### src/rtl/leds_pkg.sv
// Shared constants for the LED PWM driver: duty width, control-word layout
// and its reset value.
package leds_pkg;

    localparam int DUTY_W     = 8;
    localparam int BRIGHT_LSB = 0;
    localparam int BRIGHT_MSB = 7;
    localparam int ENABLE_BIT = 8;

    localparam logic [15:0]       CTRL_RESET = 16'h01FF;
    localparam logic [DUTY_W-1:0] DUTY_FULL  = 8'hFF;

    // Assemble the readable control word; unused upper bits read as zero.
    function automatic logic [15:0] ctrl_word(input logic [DUTY_W-1:0] bright,
                                              input logic              en);
        logic [15:0] w;
        w = 16'h0000;
        w[BRIGHT_MSB:BRIGHT_LSB] = bright;
        w[ENABLE_BIT]            = en;
        return w;
    endfunction

endpackage

### src/rtl/leds_pwm_channel.sv
// One LED channel: duty compare against the shared PWM counter and the
// registered pin. With LEDS_PWM_FADE_EN defined, a per-channel level ramps
// one step per PWM period toward its target and replaces duty in the compare.
import leds_pkg::*;

module leds_pwm_channel (
    input  logic              clk,
    input  logic              reset,
    input  logic              on_req,
    input  logic [DUTY_W-1:0] duty,
    input  logic [DUTY_W-1:0] pwm_cnt,
    input  logic              boundary,
    input  logic              enable,
    output logic              pin
);

    logic [DUTY_W-1:0] cmp;
    logic              lit;

`ifdef LEDS_PWM_FADE_EN
    logic [DUTY_W-1:0] level;
    logic [DUTY_W-1:0] target;

    assign target = on_req ? duty : '0;

    // Step the fade level toward its target once per PWM period.
    always_ff @(posedge clk) begin
        if (!reset) begin
            level <= '0;
        end else if (!enable) begin
            level <= '0;
        end else if (boundary) begin
            if (level < target)
                level <= level + 1'b1;
            else if (level > target)
                level <= level - 1'b1;
        end
    end

    assign cmp = level;
    assign lit = enable && (cmp == DUTY_FULL || pwm_cnt < cmp);
`else
    assign cmp = duty;
    assign lit = on_req && enable && (cmp == DUTY_FULL || pwm_cnt < cmp);
`endif

    // Register the pin drive.
    always_ff @(posedge clk) begin
        if (!reset)
            pin <= 1'b0;
        else
            pin <= lit;
    end

endmodule

### src/rtl/leds_pwm_driver.sv
// LED pin driver with global PWM dimming and a bus-visible control word
// (brightness [7:0], enable [8]). Optional per-channel fading is built in
// when LEDS_PWM_FADE_EN is defined.
import leds_pkg::*;

module leds_pwm_driver #(
    parameter int NUM_LEDS     = 8,
    parameter int PRESCALE_DIV = 64
) (
    input  logic                clk,
    input  logic                reset,
    input  logic [NUM_LEDS-1:0] leds_val,
    output logic [NUM_LEDS-1:0] led_pins,
    input  logic                cs,
    input  logic [15:0]         data_m_data_in,
    output logic [15:0]         data_m_data_out,
    input  logic                data_m_access,
    output logic                data_m_ack,
    input  logic                data_m_wr_en,
    input  logic [1:0]          data_m_bytesel
);

    localparam int PRE_W = $clog2(PRESCALE_DIV);
    localparam logic [PRE_W-1:0] PRE_LAST = PRE_W'(PRESCALE_DIV - 1);

    logic [DUTY_W-1:0] brightness;
    logic [DUTY_W-1:0] shadow;
    logic              enable;
    logic [PRE_W-1:0]  prescaler;
    logic [DUTY_W-1:0] pwm_cnt;
    logic              sel;
    logic              wr;
    logic              tick;
    logic              boundary;
    logic [NUM_LEDS-1:0] pin_q;
    logic              unused_bits;

    assign sel         = cs && data_m_access;
    assign wr          = sel && data_m_wr_en;
    assign tick        = (prescaler == PRE_LAST);
    assign boundary    = enable && tick && (pwm_cnt == DUTY_FULL);
    assign unused_bits = ^data_m_data_in[15:ENABLE_BIT+1];

    // Control register writes, byte-lane qualified.
    always_ff @(posedge clk) begin
        if (!reset) begin
            brightness <= CTRL_RESET[BRIGHT_MSB:BRIGHT_LSB];
            enable     <= CTRL_RESET[ENABLE_BIT];
        end else if (wr) begin
            if (data_m_bytesel[0])
                brightness <= data_m_data_in[BRIGHT_MSB:BRIGHT_LSB];
            if (data_m_bytesel[1])
                enable <= data_m_data_in[ENABLE_BIT];
        end
    end

    // Registered bus acknowledge and read data (pre-write control word).
    always_ff @(posedge clk) begin
        if (!reset) begin
            data_m_ack      <= 1'b0;
            data_m_data_out <= 16'h0000;
        end else begin
            data_m_ack      <= sel;
            data_m_data_out <= sel ? ctrl_word(brightness, enable) : 16'h0000;
        end
    end

    // Prescaler and PWM step counter; both parked at zero while disabled so
    // re-enabling always starts a fresh period.
    always_ff @(posedge clk) begin
        if (!reset || !enable) begin
            prescaler <= '0;
            pwm_cnt   <= '0;
        end else if (tick) begin
            prescaler <= '0;
            pwm_cnt   <= pwm_cnt + 1'b1;
        end else begin
            prescaler <= prescaler + 1'b1;
        end
    end

    // Shadow duty only changes between periods so a write never glitches
    // the current period; it tracks brightness freely while disabled.
    always_ff @(posedge clk) begin
        if (!reset)
            shadow <= CTRL_RESET[BRIGHT_MSB:BRIGHT_LSB];
        else if (!enable || boundary)
            shadow <= brightness;
    end

    for (genvar i = 0; i < NUM_LEDS; i++) begin : g_ch
        leds_pwm_channel u_ch (
            .clk      (clk),
            .reset    (reset),
            .on_req   (leds_val[i]),
            .duty     (shadow),
            .pwm_cnt  (pwm_cnt),
            .boundary (boundary),
            .enable   (enable),
            .pin      (pin_q[i])
        );
    end

    assign led_pins = pin_q;

endmodule
### config.mk
export PLATFORM = sky130hd
export DESIGN_NAME = leds_pwm_driver
export DESIGN_NICKNAME = d
export VERILOG_FILES = /design/src/rtl/leds_pkg.sv /design/src/rtl/leds_pwm_channel.sv /design/src/rtl/leds_pwm_driver.sv
export SDC_FILE = /design/constraint.sdc
export NUM_CORES = 1
export LEC_CHECK = 0
export CAP_MARGIN = 10
export CORE_MARGIN = 4
export CORE_UTILIZATION = 45
export CTS_CLUSTER_DIAMETER = 150
export DETAILED_ROUTE_END_ITERATION = 12
export DONT_BUFFER_PORTS = 1
export REMOVE_ABC_BUFFERS = 1
export SKIP_LAST_GASP = 1
export SLEW_MARGIN = 20
export SYNTH_ARGS = -nofsm -noshare
export SYNTH_HDL_FRONTEND = slang
export SYNTH_SLANG_ARGS = --single-unit
### constraint.sdc
create_clock -name clk -period 2.1 [get_ports clk]
set_input_delay 0.315 -clock clk [delete_from_list [all_inputs] [get_ports clk]]
set_output_delay 0.315 -clock clk [all_outputs]
set_load 0.05 [all_outputs]
==> reports/metrics.yaml <==
timing:
  setup_slack_ps: 277
  timing.setup.tns_ps: 0
  finalCritPeriodShare_pct: 86.8
  setup_violations: 0
  fin_skew_ps: 8.52
  worstMarginPinSlew_ps: 732
  slew_violations: 0
  grt_setup_unrepaired: "false"
  fmax_mhz: 549
  slew_headroom_pct: 50.6
  period_minus_slack_ps: 1820
  hold_viol: 0
cts:
  root_buffer: "clkbuf_8"
  cts_tree: "done"
  cts_sinks: 49
  cts_resized: 0
  clk_latency_ps: 300
  cts_htree_levels: 2
  clock_path_buffers: 2
  post_cts_buffers: 0
  numCtsBuffers: 5
  clk_transition_reported_paths_ps: 80
  postCtsHoldBufs: 0
synthesis:
  synth_area_sq_um: 2060
  ys_ff_latch: 49
  synth_common_cells: "dfxtp_1 (49), nand2_1 (23), inv_1 (18), buf_4 (15), nor2_1 (12)"
  ys.flop_type: "dfxtp_1"
  yosysTopAreaCell: "dfxtp_1"
  synthArstFlopShare_pct: 0
  synth_edf_count: 0
  synth_top_area_share_pct: 47.5
  synth_most_common_cell: "dfxtp_1"
  synth_area_leaders: "dfxtp_1 (48%), buf_4 (5.5%), ha_1 (5.5%)"
  syn_inst: 218
  yosysSeqAreaShare_pct: 47.5
  synth_area_per_cell_sq_um: 9.47
  yosysWarnings: 0
  netlist-cell-type-count: 40
final_layout:
  nets: 250
  antenna_cells: 0
  drive_gt1_share_pct: 7.58
  syn_to_final_growth_pct: 1.88
  num-fill-cells: 430
power:
  ir_drop_uv: 270
  power_density_nw_per_um2: 785
  p_leak_nw: 0.972
placed_design:
  place.gp.congestion: 0.764
  pre_cts_slack_ps: 295
  io_buffers: 0
  dp_hpwl_um: 2800
floorplanning:
  die-area_sq_um: 5740
  die_h_um: 75.7
  core_region_area_sq_um: 4380
  die_x_um: 75.7
  ios: 56
  fp-row-count: 24
  initial_core_util_pct: 47.1
route:
  num_vias: 1379
  routed_wl_um: 3750
  first_pass_iters: 4
  ant_nets: 0
  vias_per_cell: 5.24
  routedWlPerCell_um: 14.3
  route.detailed.drc: 0
  drt_iter0_drc: 28
job:
  cap_viol_max_count: 0
setup_path:
  worstPathMaxFanout: 8
  path_delay_family: "compound AO/OA/AOI/OAI gates"
  path_buf_inv: 1
  required_ps: 2250
  crit_path_start_kind: "flop"
  slowest_stage: "o41ai_2"
  end_kind: "flop"
  cpPeakStageDelay_ps: 710
  cp_cell_sequence: "inv_1 -> ha_1 -> nand4_1 -> o41ai_2 -> nor3b_1"
  criticalPathCategory: "flop to flop"
  worstPathArrival_ps: 1970
global_route:
  grt.total_usage_pct: 14.2
  grt_max_degree: 21
  grt_pass1_vias: 1401
  overflow: 0
  grt_pass1_wl_um: 6150
  antenna_found_initial: 0
run_status:
  outcome: "finished clean"
min_path:
  hold_class: "input pin to flop"
==> worst reg2reg max path, delay by kind of cell, from the launching register on <==
| family | cells | cell delay, ps |
|---|---|---|
| DFF | 1 | 380 |
| buffers and inverters | 1 | 60 |
| adders and majority gates | 1 | 300 |
| and+or+nand+nor | 2 | 220 |
| AOI/OAI and AO/OA | 1 | 710 |
==> stage by stage <==
stage | utilization [%] | std cells | power [mW] | hold WS [ps] | cell area [sq um]
CTS | 48.0 | 263 | 1.68 | 65.9 | 2100
finish | 48.0 | 263 | 1.65 | 75.1 | 2100
global route | 48.0 | 263 | 1.73 | 55.8 | 2100
floorplan | - | 202 | 1.14 | 377 | 1950
global placement | 46.1 | 255 | 1.15 | 380 | 2020
detailed placement | 46.1 | 255 | 1.16 | 384 | 2020
==> where the power goes <==
| part | leakage, nW | internal [mW] | switching (mW) |
|---|---|---|---|
| Sequential | 0.401 | 0.961 | 0.0791 |
| Combinational | 0.527 | 0.0297 | 0.0628 |
| Clock | 0.0450 | 0.231 | 0.288 |
| Total | 0.972 | 1.22 | 0.430 |
==> placed cells by master (no fill, tap or decap), types with 3 or more instances in the layout <==
| cell type | Yosys | layout |
|---|---|---|
| dfxtp_1 | 49 | 49 |
| nand2_1 | 23 | 23 |
| inv_1 | 18 | 18 |
| nor2_1 | 12 | 12 |
| and2_1 | 9 | 9 |
| ha_1 | 9 | 9 |
| o221ai_1 | 8 | 8 |
| o211ai_1 | 8 | 8 |
| nor3b_1 | 8 | 8 |
| conb_1 | 1 | 7 |
| nand4_1 | 5 | 5 |
| xnor2_1 | 5 | 5 |
| a21oi_1 | 5 | 5 |
| clkbuf_8 | 0 | 5 |
| nand3_1 | 3 | 3 |
| xor2_1 | 3 | 3 |
| and3_1 | 3 | 3 |
==> registers in the layout (all words and copies together) (netlist names) <==
signal / flops
data_m_ack: 1
shadow: 8
data_m_data_out: 9
brightness: 8
g_ch.u_ch.pin: 8
enable: 1
prescaler: 6
pwm_cnt: 8
==> cells by family (layout without fill, tap and decap cells) <==
| group | count (synthesis) | after routing | share of synthesized area, % |
|---|---|---|---|
| AOI/OAI and AO/OA | 30 | 30 | 11.2 |
| adders and majority gates | 9 | 9 | 5.45 |
| xor gates and xnor gates | 8 | 8 | 3.39 |
| buffers and inverters | 40 | 27 | 10.0 |
| muxes | 2 | 2 | 0.970 |
| DFF | 49 | 49 | 47.5 |
| and+or+nand+nor | 79 | 79 | 21.3 |
| other | 1 | 7 | 0.182 |
==> layout make-up <==
cell class | instances | area [sq um] | share of cell area [%]
Timing Repair Buffer | 1 | 7.51 | 0.357
Inverter | 18 | 67.6 | 3.21
Clock inverter | 2 | 10.0 | 0.476
Multi-Input combinational cell | 135 | 900 | 42.8
Tap cell | 52 | 65.1 | 3.09
Sequential cell | 49 | 981 | 46.6
Clock buffer | 6 | 72.6 | 3.45
==> metal layers <==
layer	vias to the layer above	wire length (um)	part of all wire (%)	GRT usage, %
li1	708	-	-	-
met1	635	1480	40	15.2
met2	29	1980	53	25.7
met3	7	223	5.9	4.49
met4	0	63	1.7	6.02
met5	-	0	0	0
==> path summary, 6_finish.rpt <==
check / startpoint / end / slack [ps] / cells past startpoint
worst min register to register: brightness[7] / data_m_data_out[7] / 460 / 1
worst max register to register: shadow[7] / g_ch[0].u_ch.pin / 280 / 5
worst min-delay path: reset / enable / 80 / 1
worst max-delay path: shadow[7] / g_ch[0].u_ch.pin / 280 / 5
Note: power is estimated with default switching activity, not from simulation.
